[config.mk]
export PLATFORM = sky130hd
export DESIGN_NAME = dmem_arbiter
export DESIGN_NICKNAME = d
export VERILOG_FILES = /design/src/rtl/dmem_arbiter.sv
export SDC_FILE = /design/constraint.sdc
export NUM_CORES = 1
export LEC_CHECK = 0
export BUFFER_PORTS_ARGS = -buffer_cell sky130_fd_sc_hd__buf_2
export CORE_AREA = 5 5 115 117
export DETAILED_ROUTE_END_ITERATION = 16
export DIE_AREA = 0 0 120 122
export PLACE_DENSITY = 0.75
export SYNTH_ARGS = -nofsm -noshare
export SYNTH_HDL_FRONTEND = slang
export SYNTH_SLANG_ARGS = --single-unit
[constraint.sdc]
create_clock -name clk_i -period 7.2 [get_ports clk_i]
set_clock_uncertainty 0.05 [all_clocks]
set_input_delay 1.44 -clock clk_i [delete_from_list [all_inputs] [get_ports clk_i]]
set_output_delay 1.44 -clock clk_i [all_outputs]
set_load 0.05 [all_outputs]
[src/rtl/dmem_arbiter.sv]
// dmem_arbiter: shares one single-port data memory between the CPU load/store port (m0) and the
// loader port (m1). Grants at most one beat per cycle, muxes it onto the memory bus, registers
// read data back to the winner, and supports locked bursts guarded by a watchdog.
//
// Build option: define DMEM_ARB_RR_EN for round-robin conflict arbitration; otherwise m0 has
// fixed priority. In both modes the non-owner wins the first conflict after a forced release.
//
// Ports:
//   clk_i, rst_i                  clock, asynchronous active-high reset
//   mX_req_i / mX_wr_i            request, 1 = write
//   mX_addr_i / mX_wdata_i        byte address, write data
//   mX_lock_i                     keep ownership after this beat
//   mX_gnt_o                      combinational grant
//   mX_rvalid_o / mX_rdata_o      one-cycle read valid pulse, registered read data
//   mem_en_o/mem_wr_o/mem_addr_o/mem_wdata_o   memory request (all zero when idle)
//   mem_rdata_i                   combinational read data from memory
module dmem_arbiter #(
  parameter int unsigned LOCK_MAX = 16
) (
  input  logic        clk_i,
  input  logic        rst_i,
  input  logic        m0_req_i,
  input  logic        m0_wr_i,
  input  logic [31:0] m0_addr_i,
  input  logic [31:0] m0_wdata_i,
  input  logic        m0_lock_i,
  output logic        m0_gnt_o,
  output logic        m0_rvalid_o,
  output logic [31:0] m0_rdata_o,
  input  logic        m1_req_i,
  input  logic        m1_wr_i,
  input  logic [31:0] m1_addr_i,
  input  logic [31:0] m1_wdata_i,
  input  logic        m1_lock_i,
  output logic        m1_gnt_o,
  output logic        m1_rvalid_o,
  output logic [31:0] m1_rdata_o,
  output logic        mem_en_o,
  output logic        mem_wr_o,
  output logic [31:0] mem_addr_o,
  output logic [31:0] mem_wdata_o,
  input  logic [31:0] mem_rdata_i
);

  localparam logic [7:0] LockMaxC = 8'(LOCK_MAX);

  typedef enum logic [1:0] {
    OwnNone = 2'd0,
    OwnM0   = 2'd1,
    OwnM1   = 2'd2
  } lock_own_e;

  lock_own_e   lock_own_q, lock_own_d;
  logic [7:0]  lock_cnt_q, lock_cnt_d;
  logic        last_gnt_q, last_gnt_d;  // 0 = m0, 1 = m1
  logic        wd_pri_q, wd_pri_d;      // watchdog priority pending
  logic        wd_port_q, wd_port_d;    // port favoured by the pending watchdog priority
  logic        m0_rvalid_q, m0_rvalid_d;
  logic        m1_rvalid_q, m1_rvalid_d;
  logic [31:0] m0_rdata_q, m0_rdata_d;
  logic [31:0] m1_rdata_q, m1_rdata_d;

  logic gnt0, gnt1;
  logic wd_fire;
  logic conflict_m1;

  // Grant decision.
  always_comb begin
    gnt0        = 1'b0;
    gnt1        = 1'b0;
    wd_fire     = 1'b0;
`ifdef DMEM_ARB_RR_EN
    conflict_m1 = ~last_gnt_q;
`else
    conflict_m1 = 1'b0;
`endif
    if (wd_pri_q) begin
      conflict_m1 = wd_port_q;
    end
    unique case (lock_own_q)
      OwnM0: begin
        // The release cycle itself grants nobody; the freed port competes next cycle.
        wd_fire = (lock_cnt_q == LockMaxC);
        gnt0    = m0_req_i & ~wd_fire;
      end
      OwnM1: begin
        wd_fire = (lock_cnt_q == LockMaxC);
        gnt1    = m1_req_i & ~wd_fire;
      end
      default: begin
        if (m0_req_i && m1_req_i) begin
          gnt0 = ~conflict_m1;
          gnt1 = conflict_m1;
        end else begin
          gnt0 = m0_req_i;
          gnt1 = m1_req_i;
        end
      end
    endcase
  end

  // Lock ownership, watchdog and arbitration history.
  always_comb begin
    lock_own_d = lock_own_q;
    lock_cnt_d = lock_cnt_q;
    wd_pri_d   = wd_pri_q;
    wd_port_d  = wd_port_q;
    last_gnt_d = last_gnt_q;
    unique case (lock_own_q)
      OwnM0: begin
        if (wd_fire) begin
          lock_own_d = OwnNone;
          wd_pri_d   = 1'b1;
          wd_port_d  = 1'b1;
        end else if (gnt0 && !m0_lock_i) begin
          lock_own_d = OwnNone;
        end else if (lock_cnt_q != 8'hff) begin
          lock_cnt_d = lock_cnt_q + 8'd1;
        end
      end
      OwnM1: begin
        if (wd_fire) begin
          lock_own_d = OwnNone;
          wd_pri_d   = 1'b1;
          wd_port_d  = 1'b0;
        end else if (gnt1 && !m1_lock_i) begin
          lock_own_d = OwnNone;
        end else if (lock_cnt_q != 8'hff) begin
          lock_cnt_d = lock_cnt_q + 8'd1;
        end
      end
      default: begin
        if (gnt0 && m0_lock_i) begin
          lock_own_d = OwnM0;
          lock_cnt_d = 8'd0;
        end else if (gnt1 && m1_lock_i) begin
          lock_own_d = OwnM1;
          lock_cnt_d = 8'd0;
        end
      end
    endcase
    if (gnt0 || gnt1) begin
      last_gnt_d = gnt1;
      // Priority is spent once the favoured port gets a beat.
      if (wd_pri_q && (gnt1 == wd_port_q)) begin
        wd_pri_d = 1'b0;
      end
    end
  end

  // Read return path.
  always_comb begin
    m0_rvalid_d = gnt0 & ~m0_wr_i;
    m1_rvalid_d = gnt1 & ~m1_wr_i;
    m0_rdata_d  = m0_rvalid_d ? mem_rdata_i : m0_rdata_q;
    m1_rdata_d  = m1_rvalid_d ? mem_rdata_i : m1_rdata_q;
  end

  always_ff @(posedge clk_i or posedge rst_i) begin
    if (rst_i) begin
      lock_own_q  <= OwnNone;
      lock_cnt_q  <= 8'd0;
      last_gnt_q  <= 1'b1;
      wd_pri_q    <= 1'b0;
      wd_port_q   <= 1'b0;
      m0_rvalid_q <= 1'b0;
      m1_rvalid_q <= 1'b0;
      m0_rdata_q  <= 32'd0;
      m1_rdata_q  <= 32'd0;
    end else begin
      lock_own_q  <= lock_own_d;
      lock_cnt_q  <= lock_cnt_d;
      last_gnt_q  <= last_gnt_d;
      wd_pri_q    <= wd_pri_d;
      wd_port_q   <= wd_port_d;
      m0_rvalid_q <= m0_rvalid_d;
      m1_rvalid_q <= m1_rvalid_d;
      m0_rdata_q  <= m0_rdata_d;
      m1_rdata_q  <= m1_rdata_d;
    end
  end

  assign m0_gnt_o    = gnt0;
  assign m1_gnt_o    = gnt1;
  assign m0_rvalid_o = m0_rvalid_q;
  assign m1_rvalid_o = m1_rvalid_q;
  assign m0_rdata_o  = m0_rdata_q;
  assign m1_rdata_o  = m1_rdata_q;

  assign mem_en_o    = gnt0 | gnt1;
  assign mem_wr_o    = (gnt0 & m0_wr_i) | (gnt1 & m1_wr_i);
  assign mem_addr_o  = ({32{gnt0}} & m0_addr_i) | ({32{gnt1}} & m1_addr_i);
  assign mem_wdata_o = ({32{gnt0}} & m0_wdata_i) | ({32{gnt1}} & m1_wdata_i);

endmodule

Yosys cells after proc, flatten, opt, wreduce, memory -nomap -nowiden. Index checks and enable logic that the tools add are counted.

Bits of input ports: 168. Flip-flop bits (word level): 78. Output and inout bits: 134.

Add/sub/neg operators: 1. Mux-type cells: 28. Equality and inequality tests: 13. Reductions and logical operators: 15. Bitwise operators: 18.

Operator list (number): 32-bit bitwise AND (4); 32-bit bitwise OR (2); 8-bit two-way mux (7); 8-bit one-hot mux with 2 select lines (1); 2-bit two-way mux (6); 2-bit != test (second input constant) (6); 1-bit two-way mux (10); 8-bit by 1-bit adder with 8-bit output (second input constant) (1); 8-bit by 5-bit equality test with 1-bit output (second input constant) (1); 8-bit != test (second input constant) (1); 1-bit bitwise AND (6); 1-bit logical AND (6); 3-bit != test (second input constant) (2); 1-bit one-hot mux with 2 select lines (3); 3-bit AND reduction (2); 5-bit AND reduction (1); 1-bit inverter (4); 2-bit one-hot mux with 2 select lines (1); 4-bit nonzero test (1); 2-bit by 1-bit equality test with 1-bit output (second input constant) (1); 2-bit equality test (second input constant) (1); 1-bit logical NOT (2); 1-bit bitwise OR (2); 2-bit nonzero test (1); other kinds (3) (3).

Longest topological paths before layout. Gate-level depths: netlist (run 1).

Word-level depth: 8. Gate-level depth with buffers: 10. Mapped depth without buffers: 7.

Worst setup path before layout (run 1). Ideal clock, no wire load.

Path type: input port to output port. From: input port m0_req_i. To: output port mem_wdata_o[21]. Path buffers: 2. Path slack: 2.607 ns. Arrival: 3.103 ns. Cell stages on the path: 5. Path through: a31oi_2 and3_1 buf_2 clkbuf_1 a22o_1.

Longest elaborated chain between the ends: 5.

RTL lines: start, declared (RTL line 22) `input logic m0_req_i,`; 1-bit logical AND (RTL line 91) `if (m0_req_i && m1_req_i) begin`; 1-bit two-way mux (RTL line 91); 1-bit one-hot mux with 2 select lines (RTL line 80) `unique case (lock_own_q)`; via m1_gnt_o (RTL line 35) `output logic m1_gnt_o,`; 32-bit bitwise AND (RTL line 193) `assign mem_wdata_o = ({32{gnt0}} & m0_wdata_i) | ({32{gnt1}} & m1_wdata_i);`; 32-bit bitwise OR (RTL line 193); end, declared (RTL line 41) `output logic [31:0] mem_wdata_o,`.

The timed path passes the listed nets, and every way through them passes these cells.

Worst setup path after layout (run 1).
From: register lock_own_q[0]. To: output port mem_addr_o[1].

Longest elaborated chain between the ends: 4.

RTL lines: start, declared (RTL line 53) `lock_own_e lock_own_q, lock_own_d;`; start signal, assigned (RTL line 161) `lock_own_q <= OwnNone;`; start signal, assigned (RTL line 171) `lock_own_q <= lock_own_d;`; 2-bit equality test / 2-bit by 1-bit equality test with 1-bit output (equally long branches) (RTL line 80); 1-bit one-hot mux with 2 select lines (RTL line 80); 32-bit bitwise AND (RTL line 192) `assign mem_addr_o = ({32{gnt0}} & m0_addr_i) | ({32{gnt1}} & m1_addr_i);`; 32-bit bitwise OR (*) (RTL line 192); end, declared (RTL line 40) `output logic [31:0] mem_addr_o,`.

Mark *: on every way between the ends. The rest lies on a longest branch, timed or not.

==> results, run 1 <==
- In the synthesized netlist, the number of instances is 326.
- The number of detailed-route iterations in the first pass is 4.
- The kind of end point of the critical path is an output port.
- The Yosys step of the flow raised 0 warnings.
- The starting utilization of the core area is 0.335.
- Power spread over the standard cell area amounts to 562 nW/um2.
- The buffering stage count on the worst path with inverters included is 2.
- At the worst endpoint, the required time is between 5000 and 6000 ps.
- For hold timing, the worst endpoint is m0_rdata_o[30].
- The sequential fraction of design power is 0.223.
- The via count normalized by instance count is 5.27.
- The maximum fanout along the worst path is 70.
- The hold path depth is 1.
- The setup-violating endpoint count in the final report is 0.
- The site row count is a little over 40.
- For the worst flop-to-flop path, the logic depth is 7.
- The post-synthesis area per instance is between 10 and 15 um2.
- The final layout contains routed wiring with a total length of 16,500 um.
- The die is 122 um tall.
- The cell class contributing the biggest share of worst-path delay is simple AND/OR/NAND/NOR gates.
- Timing would allow up to 0.193 GHz.
- The full die area is ~15,000 um2.
- Setup repair after global routing left no endpoint under its margin.
- The number of levels the H-tree was split into is 3.
- Once placement completed, the tool counted placed cells totaling 752.
- IR analysis of the VDD net gives a maximum drop of 0.229 mV.
- Of the total synthesized cell area, the portion taken by AND, OR, NAND and NOR gates is 0.0600.
- The worst setup slack for register-to-register paths is a little under 3000 ps.
- The global routing usage summed across all routing layers is 0.210.
- The classification of the worst-slack hold path is reg -> reg.
- Compared with the post-synthesis result, the final layout area differs by 44.3%.
- Routability-driven placement finished with a final weighted congestion of between 1 and 1.5.
- The placeable core region is between 10,000 and 15,000 um2.
- The max-slew violation total from the final report was 0.
- By startpoint and endpoint, the worst setup path is classified as reg -> out.
- The flow ran to the end, and the final reports show no timing, DRC or antenna violations.
- The count of final hold-check violations is 0.
- The fraction of the cycle the final worst path needs is 0.721.
- The CTS root buffer is clkbuf_16.
- The slowest cell on the critical path is and3_2.
- Once the clock tree was built, the setup fixing pass inserted 0 buffers.
- The post-synthesis adder-cell area fraction is 0.0122.
- The number of global-route vias before repair is 4,169.
- In this run, the number of DRC markers left after iteration 0 of detailed routing was about 330.
- The largest family of logic cells by synthesized area is multiplexers.
- The arrival time reported for the critical path endpoint is ~3700 ps.
- After synthesis, the share of flip-flops with an asynchronous set or reset is 1.00.
- After routing the design area is 5930 um2.
- The pin count of the biggest net entering global routing is 79.
- For this design the static power due to leakage is 3.16 nW.
- The number of flops mapped to enable cells by yosys is 0.
- The clock transition at the registers of the reported paths is ~60 ps.
- The number of different library cells in the post-synthesis netlist is between 40 and 50.
- Hold repair after CTS inserted 0 buffers.
- The TritonCTS clock tree is done.
- The wire-length estimate of the detail-placed layout is 13,400 um.
- The horizontal extent of the die is 120 um.
- Counting flops and latches in the post-synthesis netlist gives 78.
- Max-cap violations in this run came to 0.
- The number of gates given a new drive strength after cts is 0.
- Of the total power, the clock network draws 0.121.
- The global-route wire length before repair is 23,300 um.
- The critical path goes through inv_1, ha_1, nor2_1, a31oi_2, and3_2, a22o_1, buf_2.
- The synthesized-area fraction occupied by ao, oa, aoi and oai cells came to 0.195.
- Of the total synthesized cell area, the portion taken by XOR and XNOR cells is 0.
- In this run the power spent charging and discharging nets is 1.89 mW.
- The flip-flop cell with the highest count after synthesis is dfrtp_1.
- The final layout contains 785 nets.
- The CTS buffer count is 9.
- The post-place instance area is approximately 5700 um2.
- Across all layers, the routed design uses 4,041 vias.
- The mapped netlist covers between 4000 and 5000 um2.
- The stage delay of the slowest cell on the critical path is 1060 ps.
- The repair_antennas step left the layout with diodes totalling 0.
- The maximum number of buffers from clock root to sink is 2.
- The number of I/O port buffers is 301.
- The portion of netlist area occupied by mux cells is 0.206.
- For the pin with the worst max-slew slack, the measured transition is 1250 ps.
- The portion of the post-synthesis area used by sequential elements is 0.475.
- The number of antenna violations at the first check in global routing is 4.
- Clock tree synthesis found a total of a little under 80 sinks.
- Of the total power, combinational logic draws 0.655.
- The clock latency on the worst-skew pair is 320 ps.
- The time the final worst path needs with I/O delays and setup is 5190 ps.
- In this run the most critical hold path is launched from m0_rdata_o[30].
- For the final routed database, the setup TNS stands at 0 ps.
- The total I/O pin count is 302.
- In the final routed layout, each cell accounts on average for 21.5 um.
- The post-detailed-route count of antenna-violating nets is 0.
- Across all hold checks on the routed design, the worst slack comes to 434 ps.
- The total congestion overflow after global routing is 0.
- The number of nets handed over by synthesis was 498.
- The switching part of the total power is 0.567.
- The headroom to the max-slew limit is 0.163.
- The kind of launch point of the worst setup path is a flip-flop.
- Cell internal power was estimated by the tool at 1.44 mW.
- The reg-to-reg critical path startpoint is lock_own_q[0].
- The terminus of the critical flop-to-flop path is m1_rdata_o[31].
- After the flow finishes, the layout carries non-filler instances totaling approximately 770.
- The fraction of layout instances using a drive strength above 1 is 0.577.
- After detailed routing, the number of remaining DRC violations is 0.
-- kinds of logic after synthesis --
group	count (synthesis)
flops	78
buf+inv	37
simple gates	44
fa+ha+maj	4
compound gates	97
mux	66
-- stage by stage --
| stage | setup slack (ps) | utilization | power, mW |
|---|---|---|---|
| after floorplan | 2610 | - | 2.43 |
| after global placement | 2280 | 0.462 | 2.89 |
| after detailed placement | 2180 | 0.462 | 2.94 |
| after CTS | 2040 | 0.483 | 3.35 |
| after global routing | 1790 | 0.483 | 3.47 |
| final | 2010 | 0.483 | 3.33 |
-- cell usage after synthesis (2+ instances only) --
| master | instances | area share |
|---|---|---|
| a22o_1 | 65 | 0.14 |
| mux2_4 | 28 | 0.10 |
| buf_4 | 2 | 0.0037 |
| dfrtp_1 | 78 | 0.48 |
| clkbuf_1 | 10 | 0.0091 |
| o2111ai_1 | 2 | 0.0043 |
| nand2b_1 | 2 | 0.0030 |
| and3_1 | 2 | 0.0030 |
| a21oi_1 | 4 | 0.0049 |
| nand3_1 | 3 | 0.0037 |
| o21ai_1 | 6 | 0.0073 |
| ha_1 | 4 | 0.012 |
| nand4_1 | 3 | 0.0046 |
| inv_1 | 8 | 0.0073 |
| mux2_1 | 37 | 0.10 |
| buf_6 | 7 | 0.019 |
| o41ai_1 | 6 | 0.013 |
| or3_1 | 3 | 0.0046 |
| a31oi_1 | 4 | 0.0061 |
| nand2_1 | 9 | 0.0082 |
| buf_2 | 8 | 0.0098 |
| nor2_1 | 13 | 0.012 |
-- layout make-up --
type / instances / area [um2]
Clock buffer: 12 / 246
Clock inverter: 3 / 21.3
Fill cell: 1135 / 6330
Inverter: 9 / 33.8
Multi-Input combinational cell: 211 / 1960
Sequential cell: 78 / 1950
Tap cell: 150 / 188
Timing Repair Buffer: 304 / 1530
-- sequential cells by signal, indices dropped and copies added (netlist names) --
name and flops:
lock_own_q 2, wd_pri_q 1, lock_cnt_q 8, m1_rvalid_o 1, wd_port_q 1, m1_rdata_o 32, m0_rdata_o 32, m0_rvalid_o 1
-- power groups by stage --
stage	Sequential [mW]	Clock, mW	Combinational, mW
global placement	0.735	0	2.16
detailed placement	0.749	0	2.19
floorplan	1.40	0	1.03
finish	0.744	0.405	2.18
CTS	0.744	0.415	2.19
global route	0.767	0.438	2.27
-- worst register-to-register path: stages, from the launching register on --
cell and delay [ps]:
dfrtp_1 350, inv_1 60, ha_1 800, nor2_1 140, a31oi_2 240, and3_2 1060, nand2b_2 870, mux2_1 560
-- metal layers --
| metal | vias up | GRT usage | wire (um) |
|---|---|---|---|
| li1 | 1810 | - | - |
| met1 | 1966 | 0.248 | 6130 |
| met2 | 224 | 0.335 | 7850 |
| met3 | 33 | 0.0794 | 1710 |
| met4 | 8 | 0.107 | 726 |
| met5 | - | 0 | 53 |
-- cells in the final DEF (no fill, tap or decap), types with 2 or more instances in the layout --
master     instances
buf_2            301
dfrtp_1           78
a22o_1            65
mux2_1            37
mux2_4            28
nor2_1            13
nand2_1            9
clkbuf_16          9
inv_1              7
o41ai_1            6
o21ai_1            6
a21oi_1            4
a31oi_1            4
ha_1               4
nand4_1            3
or3_1              3
nand3_1            3
buf_4              3
inv_2              2
o2111ai_1          2
clkbuf_1           2
-- how the worst max path moves through the flow --
stage             startpoint              end  slack, ps  depth (start not counted)
2_1_floorplan       m0_req_i  mem_wdata_o[21]       2610                          5
3_3_place_gp        m0_req_i  mem_wdata_o[14]       2280                          5
3_5_place_dp        m0_req_i  mem_wdata_o[14]       2180                          5
4_1_cts        lock_own_q[0]  mem_wdata_o[14]       2040                          7
5_1_grt        lock_own_q[0]  mem_wdata_o[14]       1790                          7
6_report       lock_own_q[0]    mem_addr_o[1]       2010                          7
No activity file was read; power rests on OpenSTA's default activity.
==> inputs of run 2 (changes only) <==
- CORE_AREA: 5 5 115 117 -> 5 5 113 115
- DIE_AREA: 0 0 120 122 -> 0 0 118 120
- PLACE_DENSITY: 0.75 -> 0.77
- clock period: 7.2 -> 5 ns (I/O delays scaled with it)
==> results, run 2 (same netlist as run 1, synthesis figures left out) <==
- The library cell used most frequently in the layout, excluding fill and tap cells, is buf_2.
- The count of final hold-check violations was 0.
- After detailed routing, the number of vias per cell comes to about 5.3.
- The final route contains 4,047 vias.
- The sink count of the clock tree is 78.
- Leaving out fill and tap cells, the most frequent cells in the layout are 301 x buf_2, 78 x dfrtp_1, 65 x a22o_1, 37 x mux2_1, 28 x mux2_4.
- Timing would allow up to 0.219 GHz.
- The number of I/O port buffers is 301.
- The floorplan step defined a die boundary enclosing between 10,000 and 15,000 um2.
- The routed design has 16,400 um of wire.
- The worst supply voltage drop on vdd is about 0.47 mV.
- In this run the critical register-to-register path is launched from lock_own_q[1].
- Along the worst hold path, the cell count comes to 1.
- The analysis attributes to cell leakage a power of 3.18 nW.
- The worst hold path terminates at m0_rdata_o[29].
- The tightest min-delay check is of the reg -> reg type.
- The source of the worst hold timing path is m0_rdata_o[29].
- For this design the ratio of total power to cell area is 813 nW/um2.
- Summing internal, switching and leakage power gives 4.85 mW.
- The smallest setup slack after layout is 428 ps.
- The worst path needs 4570 ps of the cycle, external delays included.
- In the final layout, the share of cells above drive strength 1 is 0.580.
- The kind of critical path is reg -> out.
- The worst register-to-register path ends at m1_rdata_o[15].
- Setup violations remaining at the end of the flow were counted as 0.
- The layout net count is between 700 and 800.
- The H-tree generated during clock tree synthesis spans 3 levels.
- The antenna cell count is 0.
- The slew of the pin with the lowest slew margin is 868 ps.
- The detail route stage leaves a number of antenna-violating nets equal to 0.
- For the worst-skew pair, the clock arrives at the later sink with an insertion delay of between 300 and 400 ps.
- The headroom to the max-slew limit is 0.421.
- Clock tree synthesis selected as its root buffer the cell clkbuf_16.
- Entering global routing, the biggest net connects 66 pins.
- The worst setup path is captured at an output port.
- The clock passes through at most 2 buffers.
- The total congestion overflow after global routing is 0.
- Data on the critical path arrives at its endpoint at about 3500 ps.
- The maximum fanout along the worst path is 36.
- The run finished with clean final reports.
- The post-detailed-placement half-perimeter wirelength is 13,300 um.
- Hold repair after CTS inserted 0 buffers.
- Before CTS, the worst setup slack after placement is 799 ps.
- Clock-pin slew was measured on the worst setup and hold paths at 60 ps.
- The number of gates given a new drive strength after cts is 0.
- The number of maximum-capacitance constraint violations is 0.
- The worst setup slack for register-to-register paths is 1350 ps.
- The area added between synthesis and finish is 45.3%.
- Measured along the y axis, the die boundary spans about 120 um.
- Counting the buffers created by CTS gives 9.
- The TritonCTS clock tree is done.
- The number of global-route vias before repair is 4,268.
- Adding up every negative setup slack in the final design gives 0 ps.
- The number of design rule violations left after detail routing is 0.
- The placeable core region is 11,700 um2.
- Traced cell by cell, the critical path runs through ha_1, nor2_1, a31oi_2, and3_2, buf_4, a22o_1, buf_2.
- The slowest cell on the critical path is ha_1.
- The max-slew violation total from the final report is 0.
- The number of antenna violations at the first check in global routing is 3.
- The post-place instance area is 5680 um2.
- Setup repair after global routing left no endpoint under its margin.
- The final design instance area without fill is 5970 um2.
- The number of detailed-route iterations in the first pass is 4.
- Post-CTS timing repair inserted 0 buffers for setup.
- In this run, the number of DRC markers left after iteration 0 of detailed routing was 340.
- The global routing usage summed across all routing layers is 0.225.
- The initial utilization of the core area, before any placement, comes to 0.351.
- The length in cells of the worst reg-to-reg path is 6.
- The stage delay of the slowest cell on the critical path is 760 ps.
- Data on the critical path is required at its endpoint by 3950 ps.
- Pin placement for this block handled 302 I/O pins.
- The site row count is 40.
- From left edge to right edge, the die measures 118 um.
- The first global-routing pass estimated 24,700 um of wire.
- The worst setup path is launched from a flip-flop.
- The final routed wire length divided by cell count is about 21 um.
- At the end of routability-driven placement, the weighted congestion stood at about 1.0.
- The utilization after layout is 0.509.
- Of the available clock period, the critical path in the final layout requires 0.914.
run 2: cell count changes in the layout (fill, tap and decap cells not counted), sizes merged:
cell    before  now
buf        304  305
clkbuf      12   10
inv          9   10
bufinv       0    1
clkinv       2    3
run 2: routing by layer:
| layer | track usage | vias to the layer above | share of wire |
|---|---|---|---|
| met2 | 0.386 | 216 | 0.50 |
| met3 | 0.0825 | 36 | 0.10 |
| met4 | 0.0975 | 6 | 0.037 |
| met1 | 0.249 | 1962 | 0.36 |
| met5 | 0 | - | 0.0033 |
| li1 | - | 1827 | - |
run 2: power by group:
part / switching (mW) / internal, mW
Sequential: 0.154 / 0.914
Clock: 0.252 / 0.386
Combinational: 2.32 / 0.828
run 2: worst max-delay path: cells and delay by family (launching register included):
kind,cells,cell delay [ps]
and+or+nand+nor,2,830
adders and majority gates,1,760
buffers and inverters,2,710
AOI/OAI and AO/OA,2,450
DFF,1,400
run 2: area by class of cell:
class	instances	area [um2]
tap	147	184
fill	1062	5750
sequential	78	1950
clock buffer	10	229
inverter	9	33.8
multi-input combinational	211	1960
timing repair buffer	305	1550
clock inverter	6	61.3
run 2: worst max-delay path by stage:
stage	start	to	slack, ps	depth (start not counted)
detailed placement	lock_own_q[1]	mem_addr_o[0]	800	7
global placement	lock_own_q[0]	mem_addr_o[17]	930	8
finish	lock_own_q[1]	mem_wdata_o[25]	430	7
floorplan	m0_req_i	mem_wdata_o[21]	1290	5
CTS	lock_own_q[1]	mem_addr_o[0]	440	7
global route	lock_own_q[0]	mem_addr_o[31]	190	8
run 2: per-stage QoR:
step,cells,hold slack (ps)
3_5_place_dp,750,421
4_1_cts,766,434
6_report,766,428
3_3_place_gp,750,412
5_1_grt,766,454
2_1_floorplan,326,459
==> inputs of run 3 (changes only) <==
- BUFFER_PORTS_ARGS: -buffer_cell sky130_fd_sc_hd__buf_2 -> -buffer_cell sky130_fd_sc_hd__buf_4
==> results, run 3 (same netlist as run 1, synthesis figures left out) <==
- The final layout contains routed wiring with a total length of 17,400 um.
- The run finished with clean final reports.
- The combinational power share is 0.664.
- The net switching power of the design is 2.77 mW.
- The CTS root buffer is clkbuf_16.
- The total power density per cell area is 775 nW/um2.
- The total congestion overflow after global routing is 0.
- The data required time at the worst endpoint is a little under 4000 ps.
- Clock-pin slew was measured on the worst setup and hold paths at 60 ps.
- The number of buffers inserted for hold repair after clock tree synthesis is 0.
- The number of antenna violations at the first check in global routing came to 2.
- After layout, the design draws a total of 5.22 mW.
- The area growth from synthesis to layout is 64.0%.
- The worst slack at placement is approximately 790 ps.
- The count of nets left with antenna violations once routing finished came out at 0.
- The time the final worst path needs with I/O delays and setup is about 4600 ps.
- The HPWL after detailed placement is 14,200 um.
- 302 I/O pins were placed.
- The utilization after layout is 0.575.
- The number of levels the H-tree was split into is 3.
- In the final layout, the share of cells above drive strength 1 is 0.582.
- The highest clock frequency the design can meet is 0.217 GHz.
- The height of the die is 120 um.
- The final design instance area without fill is 6730 um2.
- The TritonCTS clock tree is done.
- At the pin with the least slew margin, the transition time is 889 ps.
- For this design the static power due to leakage is ~3.4 nW.
- The kind of end point of the critical path is an output port.
- The clock latency on the worst-skew pair is 330 ps.
- Traced cell by cell, the critical path runs through ha_1, nor2_1, a31oi_2, and3_2, buf_4, a22o_1, buf_4.
- The smallest setup slack after layout is 386 ps.
- The final routed wire length divided by cell count is 22.7 um.
- The floorplan has 40 rows.
- Among all stages on the critical path, the largest delay is contributed by ha_1.
- The maximum number of buffers from clock root to sink is 2.
- The number of global-route vias before repair is approximately 4,200.
- The switching part of the total power is 0.530.
- In the layout the commonest cells are 306 x buf_4, 78 x dfrtp_1, 65 x a22o_1, 37 x mux2_1, 28 x mux2_4.
- The congestion estimate from routability-driven global placement came to about 1.1.
- The final layout contains 787 nets.
- In the finished design, the share of the clock period the worst path needs comes to 0.923.
- The sink count of the clock tree is a little under 80.
- After detailed routing, the number of remaining DRC violations is 0.
- The clock network fraction of total power is 0.127.
- The via count normalized by instance count is ~5.4.
- The number of maximum-capacitance constraint violations is 0.
- The share of total power dissipated in sequential elements is 0.209.
- The via count is 4,109.
- For the worst setup path, the data arrival time is 3560 ps.
- Clock tree synthesis inserted a total of 9 buffers.
- The max-slew violation total from the final report came to 0.
- For this run, the total global-route usage over all layers was measured as 0.234.
- The number of I/O port buffers is ~300.
- In this run the worst path has a maximum fanout of 38.
- Entering global routing, the biggest net connects 41 pins.
- The die is 118 um wide.
- The kind of critical path is reg -> out.
- The worst hold path belongs to the class reg -> reg.
- The antenna cell count is 0.
- Setup repair after global routing left no endpoint under its margin.
- The stage delay of the slowest cell on the critical path is 790 ps.
- The placeable core region is roughly 12,000 um2.
- The design internal power is 2.46 mW.
- The headroom to the max-slew limit is 0.407.
- The floorplan step defined a die boundary enclosing 14,200 um2.
- The count of final hold-check violations was 0.
- Setup violations remaining at the end of the flow were counted as 0.
- The kind of launch point of the worst setup path is a flip-flop.
- The leading cell type in the layout, fill and taps excluded is buf_4.
- The initial DRC count is 486.
- VDD sags by at most 0.674 mV.
- The most repeated library cell on the critical path is buf_4.
- The number of gates given a new drive strength after cts is 0.
- The initial utilization of the core area, before any placement, comes to 0.351.
- The number of detailed-route iterations in the first pass is 6.
- The total negative slack for setup checks is 0 ps.
- Once the clock tree was built, the setup fixing pass inserted 0 buffers.
- The first global-routing pass estimated 25,500 um of wire.
- The post-place instance area is 6420 um2.
==> run 3: cell count changes in the layout (fill, tap and decap cells not counted) <==
cell | before | now
buf_4 | 3 | 306
buf_2 | 301 | 0
clkbuf_8 | 0 | 2
clkinv_4 | 0 | 2
buf_12 | 1 | 0
clkbuf_1 | 1 | 0
clkinv_2 | 3 | 2
clkinvlp_4 | 1 | 0
inv_6 | 1 | 0
==> run 3: area by class of cell <==
type                       instances  area [um2]
tap                              147         184
clock inverter                     5        57.6
fill                             946        4980
inverter                           9        33.8
clock buffer                      11         253
timing repair buffer             306        2300
multi-input combinational        211        1960
sequential                        78        1950
==> run 3: path summary, 6_finish.rpt <==
kind,startpoint,end,slack [ps],depth (start not counted)
setup / recovery,lock_own_q[1],mem_wdata_o[27],390,7
hold / removal,m1_rdata_o[23],m1_rdata_o[23],440,1
setup reg to reg,lock_own_q[1],m1_rdata_o[6],1230,6
hold reg to reg,m1_rdata_o[23],m1_rdata_o[23],440,1
max in group asynchronous,rst_i,m1_rdata_o[9],3100,3
min in group asynchronous,rst_i,m1_rdata_o[12],780,2
==> run 3: per-stage QoR <==
step / hold WS, ps / instances
after global routing: 457 / 767
after detailed placement: 433 / 751
after global placement: 424 / 751
final: 441 / 767
after CTS: 446 / 767
after floorplan: 459 / 326
==> run 3: critical path: cells and delay by family, from the launching register on <==
| kind | cells | cell delay [ps] |
|---|---|---|
| buf+inv | 2 | 640 |
| compound gates | 2 | 480 |
| flops | 1 | 400 |
| simple gates | 2 | 870 |
| fa+ha+maj | 1 | 790 |
==> run 3: power groups by stage <==
stage                     Combinational [mW]  Sequential (mW)  Clock, mW
after floorplan                         1.49             2.02          0
after global placement                  3.43             1.08          0
after detailed placement                3.48             1.10          0
after CTS                               3.49             1.09      0.679
after global routing                    3.59             1.12      0.705
final                                   3.47             1.09      0.664
==> run 3: routing by layer <==
layer	wire (um)	GRT usage	vias up
met5	21	0	-
met4	690	0.118	4
met3	1840	0.0900	40
met2	8710	0.395	260
met1	6140	0.255	1981
li1	-	-	1824
